## src/rtl/arb_pkg.sv

```systemverilog
// Shared definitions for the two-requester RAM arbiter: FSM encoding,
// requester identifiers and the legal access-length bounds.
package arb_pkg;

    typedef enum logic [1:0] {
        IDLE   = 2'd0,
        ACCESS = 2'd1,
        DONE   = 2'd2
    } arb_state_t;

    localparam logic [1:0] REQ_CPU = 2'd0;
    localparam logic [1:0] REQ_LDR = 2'd1;

    localparam int ACCESS_CYCLES_MIN = 1;
    localparam int ACCESS_CYCLES_MAX = 15;
    localparam int CNT_W             = 4;

endpackage

```

## src/rtl/arb_select.sv

```systemverilog
// Combinational winner selection between the CPU and the loader.
// Define ARB_ROUND_ROBIN_EN to alternate on contention; otherwise the CPU wins.
module arb_select
    import arb_pkg::*;
(
    input  logic       cpu_req,
    input  logic       ldr_req,
    input  logic [1:0] last_grant,
    output logic       any_req,
    output logic [1:0] winner
);

`ifdef ARB_ROUND_ROBIN_EN
    always_comb begin
        any_req = cpu_req | ldr_req;
        winner  = REQ_CPU;
        if (cpu_req && ldr_req) begin
            winner = (last_grant == REQ_CPU) ? REQ_LDR : REQ_CPU;
        end else if (ldr_req) begin
            winner = REQ_LDR;
        end
    end
`else
    // Fixed priority ignores the grant history; keep it visibly consumed.
    logic unused_last_grant;
    assign unused_last_grant = ^last_grant;

    always_comb begin
        any_req = cpu_req | ldr_req;
        winner  = REQ_CPU;
        if (!cpu_req && ldr_req) begin
            winner = REQ_LDR;
        end
    end
`endif

endmodule

```

## src/rtl/mem_arbiter.sv

```systemverilog
// Arbitrates a single-port RAM between the CPU MEM stage and a loader.
// Contention policy is selected by the ARB_ROUND_ROBIN_EN macro (see arb_select).
module mem_arbiter
    import arb_pkg::*;
#(
    parameter int ACCESS_CYCLES = 1,
    parameter int ADDR_W        = 8
) (
    input  logic              clk,
    input  logic              R,
    input  logic              cpu_req,
    input  logic              cpu_rw,
    input  logic              cpu_size,
    input  logic [ADDR_W-1:0] cpu_addr,
    input  logic [31:0]       cpu_wdata,
    output logic              cpu_gnt,
    output logic              cpu_done,
    output logic [31:0]       cpu_rdata,
    output logic              cpu_stall,
    input  logic              ldr_req,
    input  logic              ldr_rw,
    input  logic              ldr_size,
    input  logic [ADDR_W-1:0] ldr_addr,
    input  logic [31:0]       ldr_wdata,
    output logic              ldr_gnt,
    output logic              ldr_done,
    output logic [31:0]       ldr_rdata,
    output logic              ram_E,
    output logic              ram_RW,
    output logic              ram_Size,
    output logic [ADDR_W-1:0] ram_A,
    output logic [31:0]       ram_DI,
    input  logic [31:0]       ram_DO
);

    localparam int AC_EFF = (ACCESS_CYCLES > ACCESS_CYCLES_MAX) ? ACCESS_CYCLES_MAX :
                            (ACCESS_CYCLES < ACCESS_CYCLES_MIN) ? ACCESS_CYCLES_MIN :
                            ACCESS_CYCLES;
    localparam logic [CNT_W-1:0] CNT_LOAD = CNT_W'(AC_EFF - 1);

    arb_state_t        state, state_nxt;
    logic [CNT_W-1:0]  cnt;
    logic [1:0]        owner;
    logic              lat_rw, lat_size;
    logic [ADDR_W-1:0] lat_addr;
    logic [31:0]       lat_wdata;
    logic              any_req;
    logic [1:0]        winner;
    logic              start, finish;

    arb_select u_select (
        .cpu_req    (cpu_req),
        .ldr_req    (ldr_req),
        .last_grant (owner),
        .any_req    (any_req),
        .winner     (winner)
    );

    always_ff @(posedge clk or posedge R) begin
        if (R) state <= IDLE;
        else   state <= state_nxt;
    end

    // Grants are combinational in the IDLE cycle, masked while reset is held.
    always_comb begin
        state_nxt = state;
        start     = 1'b0;
        finish    = 1'b0;
        cpu_gnt   = 1'b0;
        ldr_gnt   = 1'b0;
        cpu_done  = 1'b0;
        ldr_done  = 1'b0;
        ram_E     = 1'b0;
        ram_RW    = 1'b0;
        case (state)
            IDLE: begin
                if (any_req && !R) begin
                    start     = 1'b1;
                    cpu_gnt   = (winner == REQ_CPU);
                    ldr_gnt   = (winner == REQ_LDR);
                    state_nxt = ACCESS;
                end
            end
            ACCESS: begin
                ram_E  = 1'b1;
                ram_RW = lat_rw;
                if (cnt == '0) begin
                    finish    = 1'b1;
                    state_nxt = DONE;
                end
            end
            DONE: begin
                cpu_done  = (owner == REQ_CPU);
                ldr_done  = (owner == REQ_LDR);
                state_nxt = IDLE;
            end
            default: state_nxt = IDLE;
        endcase
    end

    // The winner's fields are frozen at grant so later requester changes are ignored.
    always_ff @(posedge clk or posedge R) begin
        if (R) begin
            cnt       <= '0;
            owner     <= REQ_LDR;
            lat_rw    <= 1'b0;
            lat_size  <= 1'b0;
            lat_addr  <= '0;
            lat_wdata <= '0;
            cpu_rdata <= '0;
            ldr_rdata <= '0;
        end else begin
            if (start) begin
                cnt       <= CNT_LOAD;
                owner     <= winner;
                lat_rw    <= (winner == REQ_CPU) ? cpu_rw    : ldr_rw;
                lat_size  <= (winner == REQ_CPU) ? cpu_size  : ldr_size;
                lat_addr  <= (winner == REQ_CPU) ? cpu_addr  : ldr_addr;
                lat_wdata <= (winner == REQ_CPU) ? cpu_wdata : ldr_wdata;
            end else if (state == ACCESS && cnt != '0) begin
                cnt <= cnt - 1'b1;
            end
            if (finish && !lat_rw) begin
                if (owner == REQ_CPU) cpu_rdata <= ram_DO;
                else                  ldr_rdata <= ram_DO;
            end
        end
    end

    assign ram_Size  = lat_size;
    assign ram_A     = lat_addr;
    assign ram_DI    = lat_wdata;
    assign cpu_stall = cpu_req & ~cpu_done;

endmodule

```

## config.mk

```make
export PLATFORM = sky130hd
export DESIGN_NAME = mem_arbiter
export DESIGN_NICKNAME = d
export VERILOG_FILES = /design/src/rtl/arb_pkg.sv /design/src/rtl/arb_select.sv /design/src/rtl/mem_arbiter.sv
export SDC_FILE = /design/constraint.sdc
export NUM_CORES = 1
export LEC_CHECK = 0
export CAP_MARGIN = 20
export CORE_ASPECT_RATIO = 2
export CORE_MARGIN = 2
export CORE_UTILIZATION = 38
export DETAILED_ROUTE_END_ITERATION = 7
export PLACE_DENSITY_LB_ADDON = 0.08
export SLEW_MARGIN = 25
export SYNTH_ARGS = -nofsm -noshare
export SYNTH_HDL_FRONTEND = slang
export SYNTH_SLANG_ARGS = --single-unit
export TNS_END_PERCENT = 100
```

## constraint.sdc

```tcl
create_clock -name clk -period 3.9 [get_ports clk]
set_clock_uncertainty 0.1 [all_clocks]
set_input_delay 0.78 -clock clk [delete_from_list [all_inputs] [get_ports clk]]
set_output_delay 0.78 -clock clk [all_outputs]
set_load 0.02 [all_outputs]
```

== After elaboration in Yosys (flattened, before gate mapping) ==
Cells that the tools add are included.
Storage, ports and cells
  flip-flop bits (word level): 114
  logic and storage cells: 58
  output and inout port bits: 112
  input bits: 120
Cells by class
  equality and inequality tests: 6
  bitwise logic cells: 4
  reduce and logical (&&, ||, !) cells: 16
  mux-type cells: 22
  add/sub/neg operators: 1
Operators by type and width (count)
  32-bit 2-to-1 mux: 1
  1-bit 2-to-1 mux: 15
  4-bit 2-to-1 mux: 2
  8-bit 2-to-1 mux: 1
  2-bit by 1-bit == test with 1-bit output (second input constant): 3
  2-bit zero test: 3
  2-bit AND reduction: 3
  1-bit logical AND: 4
  4-bit zero test: 1
  2-bit 2-to-1 mux: 2
  2-bit != test (second input constant): 2
  2-bit one-hot mux with 2 select lines: 1
  4-bit nonzero test: 1
  4-bit by 1-bit subtractor with 4-bit output (second input constant): 1
  1-bit zero test: 3
  2-bit == test (second input constant): 1
  1-bit NOT: 2
  2-bit nonzero test: 1
  1-bit AND: 1
  1-bit OR: 1

== Depth between registers and ports, before layout ==
Gate-level depths: netlist of the first run.
  depth in word-level cells: 6
  gate-level depth with buffers: 6
  mapped depth without buffers: 5

== Hierarchy ==
Synthesis of the first run repeated with hierarchy kept, for this count alone.
Second synthesis, totals
  cells, all modules: 373
  area, all modules: 4928.5 um2
By module, submodules not included
  mem_arbiter: times used 1, cells each 369, area an instance 4904.7 um2
  arb_select: times used 1, cells each 4, area an instance 23.8 um2

== Worst setup path before layout of the first run ==
No wires, ideal clock.
  path kind: in2out
  start point: input port R
  end point: output port ldr_gnt
  data required time: 3020 ps
  arrival time: 1687 ps
  path buffers: 2
  stages: 4
  slack: 1333 ps
  cell sequence: nor4_2 buf_2 buf_4 and2_1
On the way
  longest elaborated chain between the ends: 4
RTL lines
  from (decl): line mem_arbiter.sv:10  | input logic R,
  1-bit zero test (no source line)
  1-bit logical AND: line mem_arbiter.sv:77  | if (any_req && !R) begin
  1-bit 2-to-1 mux: line mem_arbiter.sv:77
  1-bit 2-to-1 mux: line mem_arbiter.sv:75  | case (state)
  to (decl): line mem_arbiter.sv:25  | output logic ldr_gnt,
Every way passes these cells.

== Worst setup path in the final report of the first run ==
  start point: input port cpu_req
  end point: output port cpu_gnt
On the way
  longest elaborated chain between the ends: 6
  elaborated cells between the ends (all ways): 8
  those cells by class: mux (3); bitwise (1); reduce/logical (4)
RTL lines
  from (decl): line mem_arbiter.sv:11  | input logic cpu_req,
  1-bit zero test: line arb_select.sv:31  | if (!cpu_req && ldr_req) begin
  1-bit logical AND: line arb_select.sv:31
  1-bit 2-to-1 mux: line arb_select.sv:31
  2-bit zero test: line mem_arbiter.sv:79  | cpu_gnt = (winner == REQ_CPU);
  1-bit 2-to-1 mux *: line mem_arbiter.sv:77
  1-bit 2-to-1 mux *: line mem_arbiter.sv:75
  to (decl): line mem_arbiter.sv:16  | output logic cpu_gnt,
Every way passes the cells marked *; elsewhere a longest branch is shown, timed or not.

==> results of run 1 <==
routing by layer:
layer,vias to the layer above,wire length [µm],global-route usage
met5,-,0,0
met4,0,391,0.0773
met3,21,1020,0.0600
met2,163,6780,0.323
met1,1735,4470,0.195
li1,1615,-,-
state kept, by name, indices dropped and copies added (netlist names):
signal,flops
cnt,4
lat_rw,1
ram_Size,1
cpu_rdata,32
ram_A,8
owner,1
ram_DI,32
state,2
ldr_rdata,32
cell families after synthesis:
| logic type | after synthesis |
|---|---|
| mux | 149 |
| flops | 113 |
| buf+inv | 22 |
| simple gates | 22 |
| compound gates | 9 |
| fa+ha+maj | 2 |
where the power goes:
group          switching [mW]  internal, mW  total, mW
clock network           0.550          1.08       1.63
registers               0.341          1.78       2.12
logic                    1.47          1.81       3.28
synthesized netlist by cell type (all sizes together):
cell type and instances:
buf 17, nor2 3, nor4 1, dfrtp 112, nand2b 2, and3b 1
inv 5, nand4b 2, o21ai 5, and2 2, nor3b 2, nor3 1
nor2b 2, or3 3, nand3 1, a21oi 4, or4 2, ha 2
dfstp 1, mux2 149
through the flow:
stage               cell area [µm²]  hold WS (ns)
floorplan                      5020         0.406
global placement               7460         0.379
detailed placement             7460         0.393
CTS                            8100         0.406
global route                   8100         0.412
finish                         8100         0.402
worst max path at each step:
stage | startpoint | to | slack, ns | depth (start not counted)
2_1_floorplan | R | cnt[0] | 0.03 | 1
3_3_place_gp | cpu_req | cpu_gnt | 0.45 | 5
3_5_place_dp | cpu_req | cpu_gnt | 0.43 | 5
4_1_cts | cpu_req | cpu_gnt | 0.43 | 5
5_1_grt | cpu_req | cpu_gnt | 0.36 | 5
6_report | cpu_req | cpu_gnt | 0.45 | 5
worst reg2reg max path, cell delays in order, from the launching register on:
cell and delay [ns]:
dfrtp_1 0.39, inv_1 0.10, ha_1 0.20, nor3b_4 0.40, nand4b_4 0.74, mux2_4 0.58
layout make-up:
cell class / instances / area, µm²
fill: 1022 / 4890
sequential: 113 / 2830
timing repair buffer: 236 / 2360
multi-input combinational: 182 / 2060
clock buffer: 17 / 425
clock inverter: 15 / 209
tap: 152 / 190
inverter: 5 / 21.3
antenna: 1 / 2.50
==> metrics, run 1 <==
critical path data arrival time ~2.6 ns; wire per inst between 15 and 20 µm; Hold Buf Count CTS 0; Synth Area in Adders 0.00498; CP delay by family, top buffers and inverters; maximum VDD drop roughly 0.00057 V; Ports about 230; TritonCTS Buffers 17; Final Util 0.624; worst r2r src cnt[0]; worst-path cell chain clkdlybuf4s50_1, nor2_1, or4_1, nor2_1, clkdlybuf4s50_1; Post-Synthesis Cells approximately 320; worst hold path depth 1; Netlist Area Pre-Place between 5000 and 6000 µm²; Area Overhead vs Synth 61.4%; Iter 0 DRT Violations approximately 130; placed wire-length estimate between 9000 and 10000 µm; commonest non-fill, non-tap cell in the layout clkdlybuf4s50_1; GP Congestion between 0.7 and 0.8; Yosys warnings 0; Die H about 170 µm; Clock Path Buffers 2; post-synthesis sequential area ratio 0.563; WHS Endpoint ram_DI[22]; Req. time, crit path ~3.0 ns; Final period util 0.885; core area ~13000 µm²; RR Endpoint ldr_rdata[15]; Net count, final 677; Post-route DRC 0; HP Class reg2reg; Routed WL approximately 13000 µm; flop2flop setup slack roughly 1.3 ns; Max Fanout on Critical Path 3; critical-path cell with the highest stage delay clkdlybuf4s50_1; Simple-Gate Fraction of Synth Area 0.0369; Setup TNS 0 ns; CTS tree yes; critical path startpoint category primary input; register bit total from synthesis around 110; highest-count cells in the layout ignoring fill and taps clkdlybuf4s50_1 (231), mux2_2 (118), dfrtp_1 (112), mux2_4 (30), clkbuf_16 (17); Starting Density 0.386; pin count of the biggest net entering global routing between 40 and 50; first-pass GRT wire length around 20000 µm; pwr/cell area about 870 nW/µm²; Lkg Pwr roughly 3.4 nW; die footprint around 14000 µm²; count of cell types in the netlist 27; Synth Area per Inst roughly 16 µm²; status finished, final reports clean; CTS clk-pin slew, worst paths 0.05 ns; Finish-stage setup viols 0; H-tree levels 4; final std cells w/o fill between 700 and 800; max-slew violation count 0; crit end category output pin; CTS sink cnt 113; Pwr Total about 7 mW; Net Count, Synth between 400 and 500; FMAX just under 0.3 GHz; max_slew headroom 0.420; setup slack after placement around 0.43 ns; worst setup margin about 0.45 ns; Placed Cells between 600 and 700; Final Hold Viols 0; worst r2r path cells 5; Total Routing Usage GR 0.183; initial antenna violation count 1; grt ovf 0; CTS-repair resized insts 0; main combinational cell family by area after synthesis multiplexers; drt first pass iters 4; Setup CP Type in2out; HP Start ram_DI[22]; post-synthesis mux area share 0.357; area leader, netlist dfrtp_1; Via Count 3534; Die W roughly 85 µm; Compound-Gate Fraction of Synth Area 0.00897; top cells by area, synth dfrtp_1 (56%), mux2_2 (26%), mux2_4 (9.0%); RSZ-0062 raised after global routing false; Buffers & Inverters on Critical Path 2; Synth top area share 0.558; setup bufs post-CTS 0; MaxCap Viol Count 0; worst-skew pair later-pin latency a little under 0.4 ns; row count ~60; Min Clock Period, post-route 3.45 ns; Root Driver clkbuf_16; layout cells sized above 1 0.340; Port Buffers between 200 and 250; worst slew pin tran ~0.87 ns; Synth Area in XOR/XNOR 0; vias per inst 4.90; vias in the first global route around 3900; CP peak stage delay 0.61 ns; antenna-violating nets left 0
Power figures use the tool's default switching activity.
==> inputs of run 2 (changes only) <==
- CTS_CLUSTER_SIZE: default -> 30
==> results of run 2 <==
The final DEF is identical to that of run 1; final timing and power are the same.
